===== config.mk =====
export PLATFORM = sky130hd
export DESIGN_NAME = branch_predictor_flat
export DESIGN_NICKNAME = d
export VERILOG_FILES = /design/src/rtl/branch_predictor_if.sv /design/src/rtl/branch_predictor.sv /design/src/flat_wrapper.sv
export SDC_FILE = /design/constraint.sdc
export NUM_CORES = 2
export LEC_CHECK = 0
export CORE_MARGIN = 4
export CORE_UTILIZATION = 60
export CTS_BUF_LIST = sky130_fd_sc_hd__clkbuf_8
export CTS_CLUSTER_SIZE = 16
export DETAILED_ROUTE_END_ITERATION = 10
export PLACE_DENSITY = 0.79
export SETUP_SLACK_MARGIN = 0.1
export SYNTH_ARGS = -nofsm -noshare
export SYNTH_HDL_FRONTEND = slang
export SYNTH_SLANG_ARGS = --single-unit

===== constraint.sdc =====
create_clock -name clk -period 5.7 [get_ports clk]
set_clock_uncertainty 0.05 [all_clocks]
set_input_delay 1.14 -clock clk [delete_from_list [all_inputs] [get_ports clk]]
set_output_delay 1.14 -clock clk [all_outputs]
set_load 0.02 [all_outputs]

===== src/rtl/branch_predictor_if.sv =====
// Bundles the fetch lookup, EX resolution/training and statistics signals of the branch predictor.
interface branch_predictor_if #(
  parameter int unsigned XLEN  = 32,
  parameter int unsigned CNT_W = 16
);
  logic [XLEN-1:0]  pc_if;
  logic             pred_taken_if;
  logic [XLEN-1:0]  pred_target_if;
  logic             upd_valid;
  logic [XLEN-1:0]  upd_pc;
  logic             upd_taken;
  logic [XLEN-1:0]  upd_target;
  logic             upd_pred_taken;
  logic [XLEN-1:0]  upd_pred_target;
  logic             mispredict;
  logic [XLEN-1:0]  redirect_pc;
  logic             clear_stats;
  logic [CNT_W-1:0] branch_count;
  logic [CNT_W-1:0] mispredict_count;

  modport master (
    output pc_if, upd_valid, upd_pc, upd_taken, upd_target,
           upd_pred_taken, upd_pred_target, clear_stats,
    input  pred_taken_if, pred_target_if, mispredict, redirect_pc,
           branch_count, mispredict_count
  );

  modport slave (
    input  pc_if, upd_valid, upd_pc, upd_taken, upd_target,
           upd_pred_taken, upd_pred_target, clear_stats,
    output pred_taken_if, pred_target_if, mispredict, redirect_pc,
           branch_count, mispredict_count
  );
endinterface


===== src/rtl/branch_predictor.sv =====
// Direct-mapped BTB with 2-bit saturating counters: zero-latency IF lookup,
// EX-stage training, mispredict/redirect generation and saturating statistics.
module branch_predictor #(
  parameter int unsigned XLEN       = 32,
  parameter int unsigned ENTRIES    = 16,
  parameter int unsigned PREDICT_EN = 1,
  parameter int unsigned CNT_W      = 16
) (
  input  logic            clk,
  input  logic            rstn,
  branch_predictor_if.slave bus
);
  localparam int unsigned IDX_W = $clog2(ENTRIES);
  localparam int unsigned TAG_W = XLEN - IDX_W - 2;

  logic             valid_q  [ENTRIES];
  logic [TAG_W-1:0] tag_q    [ENTRIES];
  logic [XLEN-1:0]  target_q [ENTRIES];
  logic [1:0]       ctr_q    [ENTRIES];

  logic [CNT_W-1:0] branch_count_q;
  logic [CNT_W-1:0] mispredict_count_q;

  logic [IDX_W-1:0] lk_idx;
  logic [TAG_W-1:0] lk_tag;
  logic             lk_hit;
  logic             lk_taken;
  logic [IDX_W-1:0] up_idx;
  logic [TAG_W-1:0] up_tag;
  logic             up_hit;
  logic             mispredict_c;

  assign lk_idx = bus.pc_if[IDX_W+1:2];
  assign lk_tag = bus.pc_if[XLEN-1:IDX_W+2];
  assign up_idx = bus.upd_pc[IDX_W+1:2];
  assign up_tag = bus.upd_pc[XLEN-1:IDX_W+2];

  // Fetch lookup reads pre-update table state; no write bypass.
  always_comb begin
    lk_hit   = valid_q[lk_idx] && (tag_q[lk_idx] == lk_tag);
    lk_taken = (PREDICT_EN != 0) && lk_hit && ctr_q[lk_idx][1];
    bus.pred_taken_if  = lk_taken;
    bus.pred_target_if = lk_taken ? target_q[lk_idx] : bus.pc_if + XLEN'(4);
  end

  always_comb begin
    up_hit       = valid_q[up_idx] && (tag_q[up_idx] == up_tag);
    mispredict_c = bus.upd_valid &&
                   ((bus.upd_taken != bus.upd_pred_taken) ||
                    (bus.upd_taken && bus.upd_pred_taken &&
                     (bus.upd_target != bus.upd_pred_target)));
    bus.mispredict  = mispredict_c;
    bus.redirect_pc = bus.upd_taken ? bus.upd_target : bus.upd_pc + XLEN'(4);
  end

  // Table training: hits move the counter, taken misses allocate weakly-taken.
  always_ff @(posedge clk or negedge rstn) begin
    if (!rstn) begin
      for (int i = 0; i < int'(ENTRIES); i++) begin
        valid_q[i]  <= 1'b0;
        tag_q[i]    <= '0;
        target_q[i] <= '0;
        ctr_q[i]    <= 2'b01;
      end
    end else if (bus.upd_valid) begin
      if (up_hit) begin
        if (bus.upd_taken) begin
          target_q[up_idx] <= bus.upd_target;
          if (ctr_q[up_idx] != 2'b11) ctr_q[up_idx] <= ctr_q[up_idx] + 2'd1;
        end else if (ctr_q[up_idx] != 2'b00) begin
          ctr_q[up_idx] <= ctr_q[up_idx] - 2'd1;
        end
      end else if (bus.upd_taken) begin
        valid_q[up_idx]  <= 1'b1;
        tag_q[up_idx]    <= up_tag;
        target_q[up_idx] <= bus.upd_target;
        ctr_q[up_idx]    <= 2'b10;
      end
    end
  end

  // Saturating statistics; clear wins over same-cycle increments.
  always_ff @(posedge clk or negedge rstn) begin
    if (!rstn) begin
      branch_count_q     <= '0;
      mispredict_count_q <= '0;
    end else if (bus.clear_stats) begin
      branch_count_q     <= '0;
      mispredict_count_q <= '0;
    end else begin
      if (bus.upd_valid && (branch_count_q != '1))
        branch_count_q <= branch_count_q + CNT_W'(1);
      if (mispredict_c && (mispredict_count_q != '1))
        mispredict_count_q <= mispredict_count_q + CNT_W'(1);
    end
  end

  assign bus.branch_count     = branch_count_q;
  assign bus.mispredict_count = mispredict_count_q;
endmodule


===== src/flat_wrapper.sv =====
// flat-port wrapper written by rule: the top's interface ports become plain ports
module branch_predictor_flat 
#(
  parameter int unsigned XLEN       = 32,
  parameter int unsigned ENTRIES    = 16,
  parameter int unsigned PREDICT_EN = 1,
  parameter int unsigned CNT_W      = 16
)
  (clk, rstn, bus_pc_if, bus_upd_valid, bus_upd_pc, bus_upd_taken, bus_upd_target, bus_upd_pred_taken, bus_upd_pred_target, bus_clear_stats, bus_pred_taken_if, bus_pred_target_if, bus_mispredict, bus_redirect_pc, bus_branch_count, bus_mispredict_count);
  branch_predictor_if #(.XLEN(XLEN), .CNT_W(CNT_W)) bus_i ();
  input  logic clk;
  input  logic rstn;
  input wire logic [$bits(bus_i.pc_if)-1:0] bus_pc_if;
  input wire logic [$bits(bus_i.upd_valid)-1:0] bus_upd_valid;
  input wire logic [$bits(bus_i.upd_pc)-1:0] bus_upd_pc;
  input wire logic [$bits(bus_i.upd_taken)-1:0] bus_upd_taken;
  input wire logic [$bits(bus_i.upd_target)-1:0] bus_upd_target;
  input wire logic [$bits(bus_i.upd_pred_taken)-1:0] bus_upd_pred_taken;
  input wire logic [$bits(bus_i.upd_pred_target)-1:0] bus_upd_pred_target;
  input wire logic [$bits(bus_i.clear_stats)-1:0] bus_clear_stats;
  output wire logic [$bits(bus_i.pred_taken_if)-1:0] bus_pred_taken_if;
  output wire logic [$bits(bus_i.pred_target_if)-1:0] bus_pred_target_if;
  output wire logic [$bits(bus_i.mispredict)-1:0] bus_mispredict;
  output wire logic [$bits(bus_i.redirect_pc)-1:0] bus_redirect_pc;
  output wire logic [$bits(bus_i.branch_count)-1:0] bus_branch_count;
  output wire logic [$bits(bus_i.mispredict_count)-1:0] bus_mispredict_count;
  assign bus_i.pc_if = bus_pc_if;
  assign bus_i.upd_valid = bus_upd_valid;
  assign bus_i.upd_pc = bus_upd_pc;
  assign bus_i.upd_taken = bus_upd_taken;
  assign bus_i.upd_target = bus_upd_target;
  assign bus_i.upd_pred_taken = bus_upd_pred_taken;
  assign bus_i.upd_pred_target = bus_upd_pred_target;
  assign bus_i.clear_stats = bus_clear_stats;
  assign bus_pred_taken_if = bus_i.pred_taken_if;
  assign bus_pred_target_if = bus_i.pred_target_if;
  assign bus_mispredict = bus_i.mispredict;
  assign bus_redirect_pc = bus_i.redirect_pc;
  assign bus_branch_count = bus_i.branch_count;
  assign bus_mispredict_count = bus_i.mispredict_count;
  branch_predictor #(.XLEN(XLEN), .ENTRIES(ENTRIES), .PREDICT_EN(PREDICT_EN), .CNT_W(CNT_W)) u_core (.clk(clk), .rstn(rstn), .bus(bus_i));
endmodule

-- Yosys cells after proc, flatten, opt, wreduce, memory -nomap -nowiden
Index checks and enable logic that the tools add are counted.
- logic and storage cells: 152
- register bits after elaboration: 1008
- reductions and logical operators: 18
- magnitude comparators: 3
- bitwise gates (word level): 7
- mux-type cells: 44
- eq/ne operators: 8
- add/subtract/negate cells: 6
- operator list (operator ; number):
    $bwmux W512 ; 1
    $bwmux W416 ; 1
    $mux W32 ; 10
    $bmux W26 S4 ; 2
    $mux W26 ; 5
    $bmux W32 S4 ; 1
    $demux W32 S4 ; 1
    $demux W26 S4 ; 1
    $add A32 B3 Y32 const B ; 2
    $bwmux W32 ; 2
    $mux W16 ; 4
    $eq A26 B26 Y1 ; 2
    $add A16 B1 Y16 const B ; 2
    $ne A16 B16 Y1 const B ; 2
    $ne A32 B32 Y1 ; 1
    $or A16 B16 Y16 ; 2
    $and A16 B16 Y16 ; 1
    $bmux W2 S4 ; 2
    $not A16 Y16 ; 1
    $ge A5 B5 Y1 const B ; 2
    $mux W2 ; 5
    $not A4 Y5 ; 2
    $reduce_bool A2 Y1 ; 5
    $logic_and A1 B1 Y1 ; 9
    other kinds (15) ; 20

-- Longest topological paths before layout
- depth in word-level cells: 9
- depth in mapped cells: 17

-- Least setup slack after synthesis
OpenSTA, ideal clock, no wires.
- kind: input-to-output
- start point: input bus_pc_if[2]
- end point: output bus_pred_target_if[2]
- arrival time: 4.414 ns
- data required time: 4.510 ns
- path slack: 0.096 ns
- cell stages on the path: 12
- path buffers: 5
- cell sequence: buf_2 -> buf_4 -> buf_2 -> buf_2 -> mux4_2 -> a211oi_1 -> a21oi_1 -> xnor2_1 -> nand4_1 -> nor4_4 -> buf_4 -> mux2i_1
- cells in the longest elaborated chain, start to end: 8
- elaborated cells on any way between the ends: 18
- those cells by class: 1 x add/sub; 1 x eq/ne; 13 x mux; 1 x bitwise; 2 x reduce/logical
- ends and longest elaborated chain (element ; line ; RTL):
    start: declaration ; flat_wrapper.sv:13 ; input wire logic [$bits(bus_i.pc_if)-1:0] bus_pc_if;
    $not A4 Y5 (implied by the code) ; branch_predictor.sv:40, branch_predictor.sv:41, branch_predictor.sv:43 ;
    $bmux W26 S4 ; branch_predictor.sv:40 ; lk_hit = valid_q[lk_idx] && (tag_q[lk_idx] == lk_tag);
    $mux W26 (implied by the code) (2 in series) ; branch_predictor.sv:40 ;
    $eq A26 B26 Y1 ; branch_predictor.sv:40 ;
    $logic_and A1 B1 Y1 ; branch_predictor.sv:40 ;
    $logic_and A1 B1 Y1 ; branch_predictor.sv:41 ; lk_taken = (PREDICT_EN != 0) && lk_hit && ctr_q[lk_idx][1];
    $mux W32 * ; branch_predictor.sv:43 ; bus.pred_target_if = lk_taken ? target_q[lk_idx] : bus.pc_if + XLEN'(4);
    end: declaration ; flat_wrapper.sv:22 ; output wire logic [$bits(bus_i.pred_target_if)-1:0] bus_pred_target_if;
Every way passes the cells marked *; elsewhere a longest branch is shown, timed or not. The select of a mux whose other input is x is not followed.

-- Final worst setup path
- start point: input bus_pc_if[3]
- end point: output bus_pred_target_if[9]
Same word-level chain as after synthesis.

==> results.toml <==
[clock_tree]
cts-buffers-inserted = 167
insertion_delay_ps = 900
clk_path_buf_depth = 3
clockRootBuffer = "clkbuf_8"
path_clk_slew_ps = 60
numClockSinks = 1008
h-tree-depth = 4
cts_tree = "yes"

[logic_synthesis]
synth-async-reset-ratio_pct = 100
synth-edff-count = 0
synth-seq-area-share_pct = 47.5
syn_nets = 4925
yosys.area.top_type_share_pct = 46.7
synth-seq-cells = 1008
synth_cell_types = 72
synthTopCellsByArea = "dfrtp_1 47%, mux4_2 16%, nand2_1 12%"
yosysTopAreaCell = "dfrtp_1"
netlist_instances = 4781
synthFlopType = "dfrtp_1"
synth_most_common_cell = "nand2_1"
netlist_area_sq_um = 53200
yosys-top-cells-count = "1667 x nand2_1, 992 x dfrtp_1, 370 x mux4_2"
synth_area_per_cell_sq_um = 11.1
yosysWarnings = 0

[timing]
final.period_utilization_pct = 101
hold_viol_final = 0
setup_ws_ps = -65.4
min_period_ps = 5770
finalSetupViolations = 20
drv_slew = 0
hold_ws_ps = 332
worst_pin_slew_ps = 1400
max_freq_mhz = 173
rsz0062_at_grt = "yes"
timing.slew.headroom_pct = 6.62
setup_tns_ps = -1040

[power]
p_comb_share_pct = 20.9
p_leak_nw = 29.8
p_seq_share_pct = 46.2
power_switching_mw = 6.19
vdd_drop_max_mv = 0.264
swShare_pct = 30.2
power_density_nw_per_um2 = 328
intPower_mw = 14.3
finalPower_mw = 20.5
p_clk_share_pct = 32.9

[drt]
drtAntennaViolNets = 0
drtIter0Drc = 6112
vias = 42800
drt-total-wl_microns = 187000
wl_per_cell_microns = 29.2
drtPass1Iterations = 6
drc = 0
avgViaCountPerCell = 6.69

[die]
start_util_pct = 60.9
dieHeight_microns = 306
die_x_microns = 306
die_area_sq_um = 93500
io_pins = 232
core_sq_um = 87300
fp-row-count = 108

[place]
place_congestion = 0.973
port_buffers = 231
placed_area_sq_um = 58100
hpwl_microns = 120000

[global_routing]
grt_pass1_wl_microns = 278000
antenna_found_initial = 12
grt_overflow = 0
grt_usage_pct = 39.9
first_global_vias = 43900
grt_max_degree = 126

[finish]
final_core_util_pct = 71.6
design_area_sq_um = 62500
drive_above_1_share_pct = 26.5
nNetsFinal = 5259
area_delta_synth_final_pct = 17.5

[worst_setup_path]
path_class = "input port to output port"
worstPathRequired_ps = 4510
crit_fanout = 23
end_kind = "output port"
worstPathArrival_ps = 4580
worstSetupStartpointType = "input port"

[hold_path]
hp-class = "input port to async pin"

[outcome]
failed_checks = "setup timing"
status = "finished, violations left"

[run]
cap_viol_max_count = 0
==> timing repair <==
item                                    CTS  global route
endpoints found under the setup margin   34            35
pin swaps                                 8             4
resized for setup                       267            18
hold buffers                              0             0
endpoints found under the hold margin     0             0
setup buffers                            19             5
gates cloned                              8             0
==> critical path, stage by stage <==
cell and delay [ps]:
buf_8 220, buf_4 250, mux4_2 310, mux4_2 540, xnor2_2 210, nand2_2 110, nor4b_2 250, nand4_1 270
nor4_4 220, buf_6 170, buf_8 150, buf_12 160, buf_6 110, mux2_4 300, buf_6 130
==> registers in the layout, indices dropped and copies added (netlist names) <==
signal,cells
u_core.ctr_q,32
u_core.bus.mispredict_count,16
u_core.target_q,512
u_core.valid_q,16
u_core.bus.branch_count,16
u_core.tag_q,416
==> path summary, 6_finish.rpt <==
kind | slack, ps | from | endpoint | depth (start not counted)
max in group asynchronous | 3850 | rstn | u_core.target_q[194] | 2
hold / removal | 330 | rstn | u_core.target_q[416] | 1
hold reg to reg | 420 | u_core.target_q[166] | u_core.target_q[166] | 2
setup reg to reg | 1590 | u_core.tag_q[105] | u_core.tag_q[325] | 11
min in group clk | 420 | u_core.target_q[166] | u_core.target_q[166] | 2
setup / recovery | -70 | bus_pc_if[3] | bus_pred_target_if[9] | 15
==> metal layers <==
layer	track usage (%)	part of all wire (%)	vias to the layer above
met5	0	0.033	-
met4	27.5	8.4	10
met3	14.1	14	943
met2	59.5	44	3435
met1	49.2	33	21300
li1	-	-	17200
==> power by group through the flow <==
stage | clock (mW) | sequential [mW] | combinational (mW)
3_5_place_dp | 0 | 9.46 | 4.11
6_report | 6.74 | 9.44 | 4.28
4_1_cts | 6.76 | 9.36 | 4.20
5_1_grt | 7.09 | 9.54 | 4.58
3_3_place_gp | 0 | 9.39 | 3.94
2_1_floorplan | 0 | 9.13 | 2.84
==> cell type report <==
| cell class | count | area (sq um) |
|---|---|---|
| clock buffers | 201 | 2770 |
| diodes | 6 | 15.0 |
| inverters | 29 | 109 |
| multi-input cells | 3331 | 26200 |
| flip-flops and latches | 1008 | 25200 |
| repair buffers | 578 | 5980 |
| well taps | 1155 | 1450 |
| clock inverters | 97 | 711 |
| fillers | 5845 | 24800 |
==> cells in the final DEF, fill, tap and decap left out, drive strengths merged, types with 4 or more instances in the layout <==
cell           instances
clkinvlp               4
clkdlybuf4s50        182
nor3b                  4
xor2                  73
o21ai                 69
clkinv                36
and3                  39
diode                  6
clkbuf               202
dfrtp                992
bufinv                 7
nand2b                16
dfstp                 16
a21o                  11
nor4                  25
xnor2                 99
or3                   14
mux2                 453
o211ai                 4
nor3                  11
nor2b                 26
mux4                 370
nor2                  64
and4                   6
a22o                  16
a211oi                37
inv                   79
mux2i                107
ha                    10
nand4                 35
and2                  14
nand2               1682
nand3                 51
a221oi                 9
a22oi                 18
a21oi                 35
buf                  391
==> through the flow <==
step,setup slack [ps],cells
2_1_floorplan,132,4781
3_3_place_gp,-973,6069
3_5_place_dp,-1080,6069
4_1_cts,-20.5,6394
5_1_grt,-109,6403
6_report,-65.4,6405
==> cells by family after synthesis <==
group / synth area share (%)
flip-flops: 47.5
AND/OR/NAND/NOR: 15.5
AO/OA/AOI/OAI: 2.85
XOR/XNOR: 2.83
adder cells (fa/ha/maj): 0.235
buffers and inverters: 3.83
multiplexers: 27.3
(Power assumes the default switching activity.)
